File: config.mk
export PLATFORM = sky130hd
export DESIGN_NAME = wb_cmd_packer
export DESIGN_NICKNAME = d
export VERILOG_FILES = /design/src/rtl/wb_cmd_packer.sv
export SDC_FILE = /design/constraint.sdc
export NUM_CORES = 1
export LEC_CHECK = 0
export ABC_AREA = 1
export BUFFER_PORTS_ARGS = -buffer_cell sky130_fd_sc_hd__buf_2
export CORE_MARGIN = 3
export CORE_UTILIZATION = 25
export DETAILED_ROUTE_END_ITERATION = 8
export GPL_TIMING_DRIVEN = 0
export PLACE_DENSITY = 0.55
export SYNTH_ARGS = -nofsm -noshare
export SYNTH_HDL_FRONTEND = slang
export SYNTH_SLANG_ARGS = --single-unit
File: constraint.sdc
create_clock -name i_clk -period 2.2 [get_ports i_clk]
set_input_delay 0.22 -clock i_clk [delete_from_list [all_inputs] [get_ports i_clk]]
set_output_delay 0.22 -clock i_clk [all_outputs]
set_load 0.05 [all_outputs]
File: src/rtl/wb_cmd_packer.sv
`timescale 1ns/1ps
// Packs a serial byte stream into 34-bit {type, payload} command words for the
// Wishbone bus master, aborting stalled payloads after an inter-byte timeout.
module wb_cmd_packer #(
  parameter int TIMEOUT = 1000
) (
  input  logic        i_clk,
  input  logic        i_reset,
  input  logic        i_stb,
  input  logic [7:0]  i_byte,
  output logic        o_busy,
  output logic        o_cmd_stb,
  output logic [33:0] o_cmd_word,
  input  logic        i_cmd_busy,
  output logic        o_err
);

  localparam int CW = $clog2(TIMEOUT);
  localparam logic [CW-1:0] TMO_LAST = CW'(TIMEOUT - 1);

  typedef enum logic [1:0] {
    S_IDLE,
    S_PAYLOAD,
    S_EMIT
  } state_t;

  state_t        state_q, state_d;
  logic [1:0]    type_q, type_d;
  logic [1:0]    cnt_q, cnt_d;
  logic [CW-1:0] tmo_q, tmo_d;
  logic [23:0]   payload_q, payload_d;
  logic [33:0]   word_q, word_d;
  logic          err_q, err_d;
  logic          accept;

  assign accept     = i_stb && (state_q != S_EMIT);
  assign o_busy     = (state_q == S_EMIT);
  assign o_cmd_stb  = (state_q == S_EMIT);
  assign o_cmd_word = word_q;
  assign o_err      = err_q;

  always_ff @(posedge i_clk or posedge i_reset) begin
    if (i_reset) begin
      state_q   <= S_IDLE;
      type_q    <= 2'b00;
      cnt_q     <= 2'd0;
      tmo_q     <= '0;
      payload_q <= 24'h0;
      word_q    <= 34'h0;
      err_q     <= 1'b0;
    end else begin
      state_q   <= state_d;
      type_q    <= type_d;
      cnt_q     <= cnt_d;
      tmo_q     <= tmo_d;
      payload_q <= payload_d;
      word_q    <= word_d;
      err_q     <= err_d;
    end
  end

  always_comb begin
    state_d   = state_q;
    type_d    = type_q;
    cnt_d     = cnt_q;
    tmo_d     = tmo_q;
    payload_d = payload_q;
    word_d    = word_q;
    err_d     = 1'b0;

    unique case (state_q)
      S_IDLE: begin
        if (accept) begin
          unique case (i_byte[7:6])
            2'b00: begin
              word_d  = 34'h0;
              state_d = S_EMIT;
            end
            2'b11: begin
              word_d  = {2'b11, 26'h0, i_byte[5:0]};
              state_d = S_EMIT;
            end
            default: begin
              type_d  = i_byte[7:6];
              cnt_d   = 2'd0;
              tmo_d   = '0;
              state_d = S_PAYLOAD;
            end
          endcase
        end
      end

      S_PAYLOAD: begin
        // An arriving byte always takes priority over the timeout expiring.
        if (accept) begin
          payload_d = {payload_q[15:0], i_byte};
          cnt_d     = cnt_q + 2'd1;
          tmo_d     = '0;
          if (cnt_q == 2'd3) begin
            word_d  = {type_q, payload_q, i_byte};
            state_d = S_EMIT;
          end
        end else if (tmo_q == TMO_LAST) begin
          payload_d = 24'h0;
          err_d     = 1'b1;
          state_d   = S_IDLE;
        end else begin
          tmo_d = tmo_q + CW'(1);
        end
      end

      S_EMIT: begin
        if (!i_cmd_busy) begin
          state_d = S_IDLE;
        end
      end

      default: state_d = S_IDLE;
    endcase
  end

endmodule

# --- Yosys cells after proc, flatten, opt, wreduce, memory -nomap -nowiden ---
# Cells that the tools add are included.
totals:
  mem_count: 0
  mem_bits_ro: 0
  register_bits: 75
  mem_bits_rw: 0
  latchBits: 0
classes:
  shift: 0
  muxes: 26
  magnitude_cmp: 0
  div: 0
  reduce_logical: 12
  mul: 0
  add_sub_neg: 2
  n_bitwise: 1
  eq_ne: 15
op_table:
  columns: ["operator", "n"]
  rows:
  - ["one-hot mux 34 bit (2 select lines)", 2]
  - ["2-to-1 mux 34 bit", 3]
  - ["2-to-1 mux 24 bit", 2]
  - ["2-to-1 mux 10 bit", 4]
  - ["one-hot mux 10 bit (2 select lines)", 1]
  - ["2-to-1 mux 2 bit", 9]
  - ["!= test 2 bit (second input constant)", 6]
  - ["AND reduction 4 bit", 3]
  - ["adder 10 x 1 -> 10 bit (second input constant)", 1]
  - ["== test 10 bit (second input constant)", 1]
  - ["!= test 3 bit (second input constant)", 3]
  - ["== test 2 bit (second input constant)", 3]
  - ["one-hot mux 2 bit (3 select lines)", 1]
  - ["AND reduction 5 bit", 1]
  - ["zero test 2 bit", 2]
  - ["one-hot mux 2 bit (2 select lines)", 1]
  - ["nonzero test 2 bit", 2]
  - ["2-to-1 mux 1 bit", 3]
  - ["!= test 3 x 1 -> 1 bit (second input constant)", 1]
  - ["AND reduction 3 bit", 1]
  - ["adder 2 x 1 -> 2 bit (second input constant)", 1]
  - ["== test 2 x 1 -> 1 bit (second input constant)", 1]
  - ["AND reduction 2 bit", 1]
  - ["OR reduction 2 bit", 1]
  - ["other kinds (2)", 2]

# --- Depth between registers and ports, before layout ---
depth:
  depth_word: 5
  ltp_mapped: 9

# --- Worst setup path after synthesis ---
# Ideal clock, no wire load.
synth_path:
  path_kind: "register -> output"
  start: "register state_q[0]"
  end: "output port o_cmd_stb"
  n_path_buf: 1
  required_ps: 1980
  arrival_ps: 1465
  path_stages_with_launch: 3
  setup_slack_ps: 515
  path_cell_list: "dfrtp_1 -> nor2_1 -> buf_4"
synth_between:
  elab_chain_cells: 1
synth_lines:
  columns: ["element", "line", "source"]
  rows:
  - ["start: declaration", "27", "state_t state_q, state_d;"]
  - ["start signal: assignment", "52", "state_q <= state_d;"]
  - ["== test 2 bit", null, null]
  - ["end: declaration", "12", "output logic o_cmd_stb,"]
# Every way passes these cells.

# --- Worst setup path in the final report ---
layout_path:
  start: "register tmo_q[0]"
  end: "register payload_q[13]"
layout_between:
  elab_chain_cells: 3
layout_lines:
  columns: ["element", "line", "source"]
  rows:
  - ["start: declaration", "30", "logic [CW-1:0] tmo_q, tmo_d;"]
  - ["start signal: assignment", "55", "tmo_q <= tmo_d;"]
  - ["== test 10 bit", "103", "end else if (tmo_q == TMO_LAST) begin"]
  - ["nonzero test 2 bit (no line)", null, null]
  - ["AND reduction 2 bit (no line)", null, null]
  - ["end signal: assignment", "56", "payload_q <= payload_d;"]
  - ["end: declaration", "31", "logic [23:0] payload_q, payload_d;"]
# Every way passes these cells.
# A chain may end at the register's enable or synchronous reset.

==> metrics.txt <==
Yosys top cell area share 58.25%; Buf+Inv Stages, Crit Path 1; TritonCTS Buffers 9; worst-skew pair later-pin latency 0.34 ns; post-route ant nets 0; crit end category flop; Critical R2R Launch tmo_q[0]$_DFFE_PP0P_; Critical Path Fanout Max 10; critical path required time 2.47 ns; cells along the critical path ha_1 -> nand2_1 -> nor2_1 -> nand2_1 -> nand2_1 -> nand2_1 -> buf_2 -> nand2_1 -> nand2_1; most frequent cells in the layout nand2_1 (170), dfrtp_1 (75), buf_2 (60); clk root buf clkbuf_16; Hold Startpoint i_byte[2]; crit path kind reg2reg; # DRC 0; top_reg_cell synth dfrtp_1; Slew @ Worst Pin 0.5078 ns; Synthesized Nets 398; Worst Hold Depth 3; Initial Util 26.17%; worst r2r dst payload_q[13]$_DFFE_PP0P_; vias in the first global route 2639; Resized cells post-CTS 0; Max Clock Freq 609.1 MHz; Seq/Total Area, Yosys 58.25%; RSZ-0062 raised after global routing no; Max Root-Sink Buffers 2; #FFs+latches synth 75; DP Area 3702 um2; PortBufs 48; Crit path max-delay family simple AND/OR/NAND/NOR gates; row cnt 40; Final HPWL DP 5742 um; mean routed wirelength per cell 12.61 um; number of synthesis warnings 0; die footprint 14290 um2; maximum VDD drop 0.0007670 V; worst rel slew slack 66.15%; Vias 2681; first-pass GRT wire length 13050 um; max cap viols 0; initial antenna violation count 0; Synth area leaders dfrtp_1 (58%), nand2_1 (20%), o21ai_1 (5.7%); Hold Vio Cnt, Final 0; clk sinks 75; Post-Synthesis Cells 382; CP most frequent cell nand2_1; Die X 119.5 um; Hold WC Path Type in2reg; fraction of layout cells with a size suffix above 1 19.73%; CORE AREA 12310 um2; Worst Path Arrival 1.91 ns; cell area after synthesis 3222 um2; reg2reg setup slack 0.56 ns; Worst Reg-to-Reg Cells 9; Max H-tree Level 3; die height 119.5 um; Power Dens Cells 1576 nW/um2; gr usage total 11.50%; largest net degree at the start of global routing 58; ANT cells 0; EDFF count, synth 0; # IOs 49; pins over their slew limit 0; Remaining Overflow, GRT 0; DR vias/cell 4.366; endpoints failing setup 0; Worst Clk Skew 0.008605 ns; Lkg Pwr 0.002047 uW; slowest cell delay on critical path 0.42 ns; Routed WL 7743 um; post-synth top area cell dfrtp_1; CTS tree done; fraction of registers with async set/reset 100.0%; Detailed Routing Iterations Pass 1 4; post-CTS setup buffer count 0; Slowest-stage cell, CP dfrtp_1; fillcell total 1358; hold endpoint payload_q[2]$_DFFE_PP0P_; crit share post-route 74.62%; Worst Hold Margin 0.1351 ns; syn_area_per_cell 8.434 um2; initial drt markers 145; synth-to-layout area growth 23.53%; Nets 459; gp weighted congestion 0.8591; Worst-path clk slew 0.06 ns; status completed; Final Cell Area 3980 um2; most common cell after layout, fill and taps aside nand2_1; # hold bufs at CTS 1; CP Launch Type flop; distinct cell type count after synthesis 21; min cycle time layout 1.642 ns
## per-stage QoR
step	TNS [ns]	utilization (%)	power, uW	instances	setup WS (ns)
detailed placement	0	30.07	4990	599	0.5760
floorplan	0	-	4264	382	0.07003
global placement	-65.50	29.83	4928	598	-0.8763
global route	0	32.33	6709	614	0.4027
CTS	0	32.33	6353	614	0.5593
finish	0	32.33	6272	614	0.5583
## synth_stat cells, types with 3 or more instances
| master | n |
|---|---|
| o31ai_1 | 3 |
| ha_1 | 4 |
| nand2_1 | 170 |
| nand4_1 | 6 |
| inv_2 | 5 |
| inv_1 | 19 |
| buf_2 | 12 |
| nand3_1 | 18 |
| nor2_1 | 10 |
| o21ai_1 | 37 |
| o21ai_0 | 8 |
| dfrtp_1 | 75 |
## logic make-up (layout without fill, tap and decap cells)
family | after synthesis | count (layout) | share of synthesized area, %
AO/OA/AOI/OAI | 52 | 52 | 8.466
flip-flops | 75 | 75 | 58.25
XOR/XNOR | 1 | 1 | 0.2719
adder cells (fa/ha/maj) | 4 | 4 | 1.553
AND/OR/NAND/NOR | 210 | 210 | 26.10
buffers and inverters | 40 | 104 | 5.359
## area by class of cell
class                   count  area [um2]  share of cell area [%]
well taps                 168       210.2                   5.281
inverters                  24       92.59                   2.326
repair buffers             50       277.8                   6.979
multi-input cells         267        1172                   29.46
clock buffers              10       239.0                   6.004
flip-flops and latches     75        1877                   47.15
plain buffers              16       82.58                   2.075
clock inverters             4       28.78                  0.7230
## how the worst max path moves through the flow
stage	start	end	slack, ns	cells past startpoint
6_report	tmo_q[0]$_DFFE_PP0P_	payload_q[13]$_DFFE_PP0P_	0.56	9
3_3_place_gp	i_reset	o_cmd_word[17]$_DFFE_PP0P_	-0.88	2
5_1_grt	state_q[0]$_DFFE_PP0P_	o_cmd_word[12]$_DFFE_PP0P_	0.40	7
4_1_cts	tmo_q[0]$_DFFE_PP0P_	payload_q[16]$_DFFE_PP0P_	0.56	9
3_5_place_dp	tmo_q[0]$_DFFE_PP0P_	payload_q[16]$_DFFE_PP0P_	0.58	9
2_1_floorplan	i_reset	cnt_q[0]$_DFFE_PP0P_	0.07	1
## sequential cells by signal, indices dropped and copies added (netlist names)
register,cells
o_cmd_word,34
payload_q,24
tmo_q,10
cnt_q,2
state_q,2
type_q,2
o_err,1
## worst reg2reg max path, cell delays in order (launching register included)
cell,delay [ns]
dfrtp_1,0.42
ha_1,0.24
nand2_1,0.11
nor2_1,0.06
nand2_1,0.09
nand2_1,0.06
nand2_1,0.18
buf_2,0.27
nand2_1,0.09
nand2_1,0.06
## layer usage
layer	part of all wire (%)	GRT usage [%]	vias to the layer above
met5	0	0	-
met3	6.5	4.430	9
met1	48	15.55	1266
met4	1.0	3.078	0
li1	-	-	1337
met2	45	17.27	69
## where the power goes
part / switching [uW] / leakage [uW] / total (uW) / internal [uW]
sequential: 371 / 0.000991 / 2310 / 1940
clock: 555 / 0.000126 / 1340 / 780
combinational: 1980 / 0.000930 / 2630 / 651
total: 2910 / 0.00205 / 6270 / 3370
Note: power is estimated with default switching activity, not from simulation.
